==> src/rtl/mips_pkg.sv <==
// Shared types and constants for the MIPS pipeline memory stage.
package mips_pkg;

    typedef enum logic [1:0] {
        IDLE = 2'd0,
        REQ  = 2'd1,
        DONE = 2'd2
    } dmem_state_t;

    localparam logic [3:0] BE_WORD  = 4'hF;
    localparam logic [3:0] BE_BYTE0 = 4'b0001;

endpackage

==> src/rtl/dmem_ctrl_store_align.sv <==
// Byte-lane formatter for stores: replicates byte data across lanes, builds the
// byte enables and flags word accesses that are not word-aligned.
module store_align
    import mips_pkg::*;
(
    input  logic [1:0]  addr_i,
    input  logic        sb_i,
    input  logic [31:0] wdata_i,
    output logic [31:0] wdata_o,
    output logic [3:0]  be_o,
    output logic        misalign_o
);

    always_comb begin
        wdata_o    = wdata_i;
        be_o       = BE_WORD;
        misalign_o = |addr_i;
        if (sb_i) begin
            wdata_o    = {4{wdata_i[7:0]}};
            be_o       = BE_BYTE0 << addr_i;
            misalign_o = 1'b0;
        end
    end

endmodule

==> src/rtl/dmem_ctrl.sv <==
// M-stage data-memory controller: one req/ack bus transaction per load/store,
// stalling the pipeline while outstanding and flagging timeout/misalignment.
module dmem_ctrl
    import mips_pkg::*;
#(
    parameter int TIMEOUT = 16
) (
    input  logic        clk,
    input  logic        reset,
    input  logic        memreadM,
    input  logic        memwriteM,
    input  logic        sbM,
    input  logic [31:0] addrM,
    input  logic [31:0] writedataM,
    output logic [31:0] readdataM,
    output logic        stallM,
    output logic        buserr,
    output logic        bus_req,
    output logic        bus_we,
    output logic [31:0] bus_addr,
    output logic [31:0] bus_wdata,
    output logic [3:0]  bus_be,
    input  logic        bus_ack,
    input  logic [31:0] bus_rdata
);

    localparam logic [7:0] TO_LAST = 8'(TIMEOUT - 1);

    dmem_state_t state_q, state_d;
    logic [7:0]  cnt_q, cnt_d;
    logic [31:0] rdata_q, rdata_d;
    logic        err_q, err_d;
    logic        req_q, req_d;
    logic        we_q, we_d;
    logic [31:0] addr_q, addr_d;
    logic [31:0] wdata_q, wdata_d;
    logic [3:0]  be_q, be_d;

    logic        access, is_store;
    logic [31:0] fmt_wdata;
    logic [3:0]  fmt_be;
    logic        misalign;

    assign access   = memreadM | memwriteM;
    assign is_store = memwriteM;

    store_align u_align (
        .addr_i     (addrM[1:0]),
        .sb_i       (sbM & memwriteM),
        .wdata_i    (writedataM),
        .wdata_o    (fmt_wdata),
        .be_o       (fmt_be),
        .misalign_o (misalign)
    );

    always_comb begin
        state_d = state_q;
        cnt_d   = cnt_q;
        rdata_d = rdata_q;
        err_d   = err_q;
        we_d    = we_q;
        addr_d  = addr_q;
        wdata_d = wdata_q;
        be_d    = be_q;
        case (state_q)
            IDLE: begin
                if (access) begin
                    if (misalign) begin
                        // No bus cycle: loads see zero, stores are dropped.
                        err_d   = 1'b1;
                        state_d = DONE;
                        if (!is_store) rdata_d = 32'h0;
                    end else begin
                        state_d = REQ;
                        cnt_d   = 8'd0;
                        we_d    = is_store;
                        addr_d  = {addrM[31:2], 2'b00};
                        wdata_d = fmt_wdata;
                        be_d    = is_store ? fmt_be : BE_WORD;
                    end
                end
            end
            REQ: begin
                if (bus_ack) begin
                    if (!we_q) rdata_d = bus_rdata;
                    state_d = DONE;
                end else if (cnt_q == TO_LAST) begin
                    err_d   = 1'b1;
                    state_d = DONE;
                    if (!we_q) rdata_d = 32'h0;
                end else begin
                    cnt_d = cnt_q + 8'd1;
                end
            end
            DONE:    state_d = IDLE;
            default: state_d = IDLE;
        endcase
        req_d = (state_d == REQ);
    end

    always_ff @(posedge clk or negedge reset) begin
        if (!reset) begin
            state_q <= IDLE;
            cnt_q   <= 8'd0;
            rdata_q <= 32'h0;
            err_q   <= 1'b0;
            req_q   <= 1'b0;
            we_q    <= 1'b0;
            addr_q  <= 32'h0;
            wdata_q <= 32'h0;
            be_q    <= 4'h0;
        end else begin
            state_q <= state_d;
            cnt_q   <= cnt_d;
            rdata_q <= rdata_d;
            err_q   <= err_d;
            req_q   <= req_d;
            we_q    <= we_d;
            addr_q  <= addr_d;
            wdata_q <= wdata_d;
            be_q    <= be_d;
        end
    end

    assign stallM    = ((state_q == IDLE) & access) | (state_q == REQ);
    assign readdataM = rdata_q;
    assign buserr    = err_q;
    assign bus_req   = req_q;
    assign bus_we    = we_q;
    assign bus_addr  = addr_q;
    assign bus_wdata = wdata_q;
    assign bus_be    = be_q;

endmodule
==> config.mk <==
export PLATFORM = sky130hd
export DESIGN_NAME = dmem_ctrl
export DESIGN_NICKNAME = d
export VERILOG_FILES = /design/src/rtl/mips_pkg.sv /design/src/rtl/dmem_ctrl_store_align.sv /design/src/rtl/dmem_ctrl.sv
export SDC_FILE = /design/constraint.sdc
export NUM_CORES = 1
export LEC_CHECK = 0
export ABC_AREA = 1
export CORE_UTILIZATION = 40
export CTS_CLUSTER_SIZE = 28
export DETAILED_ROUTE_END_ITERATION = 8
export HOLD_SLACK_MARGIN = 0.03
export PLACE_DENSITY = 0.76
export SYNTH_ARGS = -nofsm -noshare
export SYNTH_HDL_FRONTEND = slang
export SYNTH_SLANG_ARGS = --single-unit
==> constraint.sdc <==
create_clock -name clk -period 1.9 [get_ports clk]
set_input_delay 0.38 -clock clk [delete_from_list [all_inputs] [get_ports clk]]
set_output_delay 0.38 -clock clk [all_outputs]
set_load 0.01 [all_outputs]
Yosys cells after proc, flatten, opt, wreduce, memory -nomap -nowiden. Cells that the tools add are included.

Add/subtract/negate cells: 1. Equal/unequal tests: 12. Shift-type cells: 1. Muxes and demuxes: 27. Bitwise logic cells: 5. Reduce and logical (&&, ||, !) cells: 7.

Operator list (number): two-way mux 32 bit (8); case mux 32 bit (2 select lines) (1); two-way mux 8 bit (4); != test 2 bit (second input constant) (8); case mux 8 bit (2 select lines) (1); AND reduction 5 bit (2); adder 8 x 1 -> 8 bit (second input constant) (1); equality test 8 x 4 -> 1 bit (second input constant) (1); two-way mux 2 bit (4); two-way mux 4 bit (2); AND reduction 6 bit (1); two-way mux 1 bit (5); equality test 2 x 1 -> 1 bit (second input constant) (2); case mux 2 bit (2 select lines) (1); << shifter 1 x 2 -> 4 bit (first input constant) (1); != test 3 bit (second input constant) (1); AND reduction 3 bit (1); AND 1 bit (2); zero test 2 bit (1); OR 1 bit (2); case mux 1 bit (2 select lines) (1); nonzero test 2 bit (1); OR reduction 2 bit (1); inverter 1 bit (1).

Register bits: 111. Input bits: 102.

Logic depth before layout (Yosys ltp). Gate-level depths: netlist of the first run.

Word-level depth: 6. Depth in mapped cells: 10. Mapped depth without buffers: 9.

Cells and area by module. Synthesis of the first run repeated with hierarchy kept, for this count alone.

Cells, all modules: 657. Area, all modules: 5152.4 um^2.

By module, submodules not included: dmem_ctrl (times used 1, cells each 578, area each 4805.9 um^2); store_align (times used 1, cells each 79, area each 346.6 um^2).

Least setup slack after synthesis of the first run. Ideal clock, no wire load.

Path kind: flip-flop to flip-flop. From: reg cnt_q[0]. To: reg rdata_q[10] (netlist: readdataM[10]). Arrival: 1406 ps. Setup slack: 371 ps. Cell stages (with the launch flop): 10. Buffers on the path: 1. Period minus slack after synthesis: 1529 ps. Cell sequence: dfrtp_1 ha_1 inv_1 nor2_4 nand3_1 nand3_2 nand2_2 clkbuf_2 o21ai_0 nand2_1.

Longest elaborated chain between the ends: 3.

Ends and longest elaborated chain: from (decl) (line dmem_ctrl.sv:30) `logic [7:0] cnt_q, cnt_d;`; from (signal assigned) (line dmem_ctrl.sv:114) `cnt_q <= cnt_d;`; equality test 8 x 4 -> 1 bit (line dmem_ctrl.sv:87) `end else if (cnt_q == TO_LAST) begin`; != test 3 bit (no source line); AND reduction 6 bit (no source line); to (signal assigned) (line dmem_ctrl.sv:115) `rdata_q <= rdata_d;`; to (decl) (line dmem_ctrl.sv:31) `logic [31:0] rdata_q, rdata_d;`.

No other way between the ends. A chain may end at the register's enable or synchronous reset.

Final worst setup path of the first run.
From: in memreadM. To: out stallM.

Longest elaborated chain between the ends: 3.

Ends and longest elaborated chain: from (decl) (line dmem_ctrl.sv:10) `input logic memreadM,`; OR 1 bit (line dmem_ctrl.sv:44) `assign access = memreadM | memwriteM;`; AND 1 bit (line dmem_ctrl.sv:125) `assign stallM = ((state_q == IDLE) & access) | (state_q == REQ);`; OR 1 bit (line dmem_ctrl.sv:125); to (decl) (line dmem_ctrl.sv:16) `output logic stallM,`.

No other way between the ends.

==> results of run 1 <==
[state kept, by name (all words and copies together), names as in the netlist]
name and cells:
cnt_q 8, bus_wdata 32, buserr 1, bus_addr 30, state_q 2, bus_be 4, readdataM 32, bus_req 1
bus_we 1
[metal layers]
metal / vias up / share of wire (%) / GRT usage (%)
met4: 0 / 1.7 / 7.719
met2: 199 / 48 / 35.98
met1: 2154 / 40 / 25.85
met3: 17 / 10 / 7.386
li1: 2289 / - / -
met5: - / 0 / 0
[cells by family after synthesis]
kind of cell             Yosys count  synth area share, %
AND/OR/NAND/NOR                  334                27.35
flip-flops                       111                55.71
buffers and inverters             81                8.131
AO/OA/AOI/OAI                     77                8.482
adder cells (fa/ha/maj)            1               0.2509
other                              1              0.07521
[worst max path at each step]
stage / to / slack, ns / cells after the start
global route: readdataM[12] / 0.03 / 8
global placement: stallM / -0.24 / 4
CTS: stallM / 0.04 / 4
finish: stallM / 0.11 / 4
detailed placement: stallM / -0.24 / 4
floorplan: readdataM[10] / 0.37 / 9
[power breakdown]
part / switching, mW / leakage (nW) / internal, mW
Combinational: 1.99 / 2.17 / 2.25
Sequential: 0.506 / 1.40 / 3.22
Clock: 0.833 / 0.150 / 1.16
[cell usage in the layout, fill, tap and decap left out, drive strengths merged, types with 2 or more instances in the layout]
cell type / instances
clkdlybuf4s50: 201
nor2: 71
nand4: 2
a31oi: 24
bufinv: 2
inv: 49
a21oi: 6
conb: 2
clkbuf: 11
o21ai: 44
nand3: 16
nand2: 244
buf: 24
dfrtp: 111
o31ai: 2
[worst max-delay path: stages]
cell	delay [ns]
clkdlybuf4s50_1	0.48
nor2_1	0.07
a21oi_2	0.15
dlygate4sd2_1	0.33
[area by class of cell]
cell class | instances | share of cell area (%)
repair buffers | 227 | 30.14
flip-flops and latches | 111 | 36.63
well taps | 168 | 2.772
clock inverters | 5 | 1.072
inverters | 48 | 2.442
clock buffers | 11 | 3.069
multi-input cells | 414 | 23.87
[timing repair]
action / CTS / global route
hold buffers: 1 / 0
endpoints found under the setup margin: 1 / 1
gates resized for setup: 1 / 1
hold endpoints to repair: 34 / 0
pin swaps: 0 / 0
==> summary.md, run 1 <==
| Metric | Value |
|---|---|
| FF-to-FF End | `readdataM[9]` |
| Worst hold endpoint | `bus_addr[2]` |
| Placer congestion estimate | `0.8232` |
| Placed cells | `a little under 1000` |
| WL final | `about 14 mm` |
| Status | `complete, no violations` |
| Worst hold path startpoint | `bus_addr[2]` |
| Share of cells above drive strength 1 | `6.618%` |
| Crit path kind | `in2out` |
| Sequential standard cell area | `2778 µm²` |
| # fillers | `just over 1000` |
| Critical Path Sink Type | `primary output` |
| Number of global-route vias before repair | `around 4600` |
| Worst Path Max Fanout | `2` |
| Yosys warns | `0` |
| Final hold violation count | `0` |
| Routed vias/inst | `about 4.7` |
| I/O pin count | `a little over 200` |
| Register area share after synthesis | `55.71%` |
| Commonest cells post-synth | `nand2_1 (241), dfrtp_1 (111), nor2_1 (64), inv_1 (45), o21ai_0 (32)` |
| H-tree depth | `3` |
| WP data arrival | `roughly 1.4 ns` |
| Clock Skew | `0.006127 ns` |
| RSZ-0062 raised after global routing | `no` |
| Mapped Cells | `605` |
| Final net count | `a little over 900` |
| Pin count of the biggest net entering global routing | `68` |
| IO buf count | `203` |
| VDD IR max | `approximately 0.75 mV` |
| Clk pin slew, worst setup/hold paths | `roughly 0.070 ns` |
| Total Neg Setup Slack | `0 ns` |
| Final min period | `1.789 ns` |
| Post-layout util | `about 63%` |
| Asr flop ratio synth | `100.0%` |
| DRC Markers | `0` |
| CTS tree | `done` |
| Worst slack, placed | `-0.2417 ns` |
| Worst min-delay path class | `reg2reg` |
| Startpoint types | `input port` |
| Top-count cell post-synth | `nand2_1` |
| Iteration-0 DRC Markers | `approximately 340` |
| Main synth FF type | `dfrtp_1` |
| Final setup fails | `0` |
| Synth area leaders | `dfrtp_1 (56%), nand2_1 (18%), nor2_1 (4.8%)` |
| Design Area, Final | `~7600 µm²` |
| R2r setup slk | `roughly 0.19 ns` |
| Post-synth EDFFs | `0` |
| Total CTS buffers | `9` |
| Gr usage total | `a little over a fifth` |
| Netlist cell types | `28` |
| Reg2Reg Depth | `8` |
| Die height | `around 110 µm` |
| Share of the synthesized area in the top cell type | `55.71%` |
| Least-Margin Pin Slew | `0.5218 ns` |
| Syn Area/Cell | `8.241 µm²` |
| Clock sink count | `approximately 110` |
| Pwr Density | `between 1000 and 1500 nW/µm²` |
| Initial antenna violation count | `0` |
| Reg-to-reg startpoint | `cnt_q[0]` |
| Clk Latency, worst-skew pair | `around 0.34 ns` |
| Area of the multi-input gates | `around 1800 µm²` |
| Post-route antenna net violation count | `0` |
| DPL Wire Length | `10.17 mm` |
| Die width | `~110 µm` |
| #FFs+latches synth | `about 110` |
| Setup bufs post-CTS | `0` |
| FP Rows | `40` |
| Wire length per cell | `13.77 µm` |
| Area growth from synthesis to final layout | `52.10%` |
| Final Power | `9.963 mW` |
| Non-Filler Instances | `984` |
| Hold-critical path depth | `2` |
| Post-Syn Area | `4986 µm²` |
| Critical path required time | `1.52 ns` |
| Die Area | `around 13000 µm²` |
| Cell taking the most area after synthesis | `dfrtp_1` |
| First-pass GRT wire length | `~22 mm` |
| Core ar. | `12060 µm²` |
| Grt ovf | `0` |
| Max cap viols | `0` |
| Critical path launch point | `memreadM` |
| Antenna Cells | `0` |
| CTS max path bufs | `2` |
| TritonRoute pass-1 iters | `5` |
| Placed instance area | `approximately 7300 µm²` |
| Max Fclk | `between 0.5 and 0.6 GHz` |
| Leakage Power | `around 3.7 nW` |
| Root Driver | `clkbuf_16` |
| Final period util | `94.17%` |
| Max-slew violation count | `0` |
| Fin Hold WS | `between 0.4 and 0.5 ns` |
| Post-route worst setup slack | `0.1107 ns` |
| Vias post-DR | `about 4700` |
| Starting Density | `41.34%` |
| Relative slew slack | `roughly 65%` |
(Power assumes the default switching activity.)
==> inputs of run 2 (changes only) <==
==> constraint.sdc (replaced) <==
create_clock -name clk -period 1.9 [get_ports clk]
set_input_delay 0.57 -clock clk [delete_from_list [all_inputs] [get_ports clk]]
set_output_delay 0.57 -clock clk [all_outputs]
set_load 0.01 [all_outputs]
==> summary.md, run 2 (synthesis results as in run 1) <==
| Metric | Value |
|---|---|
| Final net count | `912 (was 914)` |
| Worst slack, placed | `-0.6369 ns (was -0.2417 ns)` |
| Number of global-route vias before repair | `4492 (was 4581)` |
| TritonRoute pass-1 iters | `7 (was 5)` |
| Crit path buf inv count | `1 (was 2)` |
| Total CTS buffers | `9 (unchanged)` |
| Crit path kind | `reg2out (was in2out)` |
| H-tree depth | `3 (unchanged)` |
| Logic pwr share | `42.7% (was 42.6%)` |
| Placer congestion estimate | `0.8388 (was 0.8232)` |
| Post-route worst setup slack | `0.04148 ns (was 0.1107 ns)` |
| Final hold violation count | `0 (unchanged)` |
| Initial antenna violation count | `0 (unchanged)` |
| Pwr Density | `1302 nW/µm² (was 1314 nW/µm²)` |
| Worst Path Max Fanout | `2 (unchanged)` |
| Post-route antenna net violation count | `0 (unchanged)` |
| VDD IR max | `0.7504 mV (was 0.7469 mV)` |
| Share of cells above drive strength 1 | `6.880% (was 6.618%)` |
| DRC Markers | `0 (unchanged)` |
| Setup bufs post-CTS | `0 (unchanged)` |
| Gr usage total | `21.29% (was 21.54%)` |
| Core ar. | `12060 µm² (unchanged)` |
| Max cap viols | `0 (unchanged)` |
| Wire length per cell | `13.69 µm (was 13.77 µm)` |
| Final min period | `1.859 ns (was 1.789 ns)` |
| FP Rows | `40 (unchanged)` |
| Fin Hold WS | `0.05030 ns (was 0.4720 ns)` |
| Max-slew violation count | `0 (unchanged)` |
| Most frequent cells in the layout | `nand2_1 (241), clkdlybuf4s50_1 (193), dfrtp_1 (111) (was nand2_1 (241), clkdlybuf4s50_1 (201), dfrtp_1 (111))` |
| IO buf count | `203 (unchanged)` |
| Antenna Cells | `0 (unchanged)` |
| Root Driver | `clkbuf_16 (unchanged)` |
| Die width | `113.6 µm (unchanged)` |
| Max Fclk | `0.5381 GHz (was 0.5589 GHz)` |
| Final Power | `9.867 mW (was 9.963 mW)` |
| WL final | `13.45 mm (was 13.55 mm)` |
| DPL Wire Length | `9.880 mm (was 10.17 mm)` |
| First-pass GRT wire length | `21.60 mm (was 21.85 mm)` |
| Internal | `6.504 mW (was 6.630 mW)` |
| Commonest non-fill, non-tap cell in the layout | `nand2_1 (unchanged)` |
| Clock Skew | `0.009156 ns (was 0.006127 ns)` |
| Die height | `113.6 µm (unchanged)` |
| Critical Path Max Stage Delay | `0.59 ns (was 0.48 ns)` |
| Switch Pwr | `3.363 mW (was 3.333 mW)` |
| CTS max path bufs | `2 (unchanged)` |
| Leakage Power | `3.745 nW (was 3.713 nW)` |
| Clk pin slew, worst setup/hold paths | `0.07 ns (about the same)` |
| Iteration-0 DRC Markers | `285 (was 339)` |
| Starting Density | `41.34% (unchanged)` |
| Area growth from synthesis to final layout | `52.02% (was 52.10%)` |
| Pin count of the biggest net entering global routing | `68 (unchanged)` |
| Switching part of the total | `34.08% (was 33.45%)` |
| RSZ-0062 raised after global routing | `no (unchanged)` |
| Clk Latency, worst-skew pair | `0.35 ns (was 0.34 ns)` |
| Reg-to-reg startpoint | `cnt_q[0] (unchanged)` |
| Critical Path Sink Type | `primary output (unchanged)` |
| Grt ovf | `0 (unchanged)` |
| Hold-fix buffers, CTS | `0 (was 1)` |
| Startpoint types | `register (was input port)` |
| Routed vias/inst | `4.712 (was 4.735)` |
| Delay-heaviest family, CP | `buffers and inverters (unchanged)` |
| Cell Chain, Critical Path | `clkdlybuf4s50_1 (was clkdlybuf4s50_1, nor2_1, a21oi_2, dlygate4sd2_1)` |
| Worst min-delay path class | `in2async (was reg2reg)` |
| Die Area | `12920 µm² (unchanged)` |
| Final period util | `97.82% (was 94.17%)` |
| Sequential share of power | `37.8% (was 37.4%)` |
| Post-layout util | `62.84% (was 62.87%)` |
| Status | `complete, no violations (unchanged)` |
| Critical path required time | `1.33 ns (was 1.52 ns)` |
| Part of the power in the clock network | `19.5% (was 20.0%)` |
| Critical path launch point | `bus_wdata[28] (was memreadM)` |
| Vias post-DR | `4627 (was 4659)` |
| I/O pin count | `206 (unchanged)` |
| Slowest CP cell | `clkdlybuf4s50_1 (unchanged)` |
| CTS tree | `done (unchanged)` |
| # fillers | `1028 (was 1006)` |
| WP data arrival | `1.29 ns (was 1.41 ns)` |
| Final setup fails | `0 (unchanged)` |
| Clock sink count | `111 (unchanged)` |
==> run 2: per-layer routing <==
metal | track usage, % | up-vias | wire length [µm]
met5 | 0 | - | 0
met4 | 7.719 | 0 | 237
met3 | 6.961 | 17 | 1317
met2 | 35.85 | 195 | 6294
met1 | 25.48 | 2134 | 5598
li1 | - | 2281 | -
==> run 2: cell type report <==
cell class	count	area, µm²	share of cell area [%]
clock buffer	11	242.7	3.202
clock inverter	5	56.30	0.7428
inverter	48	185.2	2.443
multi-input combinational	414	1813	23.92
sequential	111	2778	36.65
tap	168	210.2	2.773
timing repair buffer	225	2295	30.27
==> run 2: power by group through the flow <==
| stage | Combinational [mW] | Clock [mW] | Sequential [mW] |
|---|---|---|---|
| global placement | 4.20 | 0 | 3.72 |
| finish | 4.21 | 1.93 | 3.73 |
| global route | 4.58 | 2.06 | 3.84 |
| floorplan | 1.42 | 0 | 4.10 |
| CTS | 4.27 | 1.96 | 3.74 |
| detailed placement | 4.27 | 0 | 3.76 |
==> run 2: what timing repair did <==
action / in CTS / in global routing
endpoints found under the setup margin: 3 / 4
gates cloned: 0 / 0
pin swaps: 1 / 0
gates resized for setup: 10 / 4
==> run 2: stage by stage <==
| step | cells | TNS, ns | instance area, µm² |
|---|---|---|---|
| 4_1_cts | 982 | 0 | 7570 |
| 3_5_place_dp | 966 | -28.60 | 7274 |
| 2_1_floorplan | 606 | 0 | 4990 |
| 5_1_grt | 982 | 0 | 7580 |
| 3_3_place_gp | 966 | -26.57 | 7274 |
| 6_report | 982 | 0 | 7580 |
==> run 2: path summary, 6_finish.rpt <==
kind	endpoint	slack, ns	depth (start not counted)
setup reg to reg	readdataM[26]	0.21	9
hold reg to reg	buserr	0.47	2
hold / removal	readdataM[4]	0.05	1
max in group asynchronous	bus_wdata[28]	1.32	2
min in group clk	buserr	0.47	2
setup / recovery	bus_wdata[28]	0.04	1
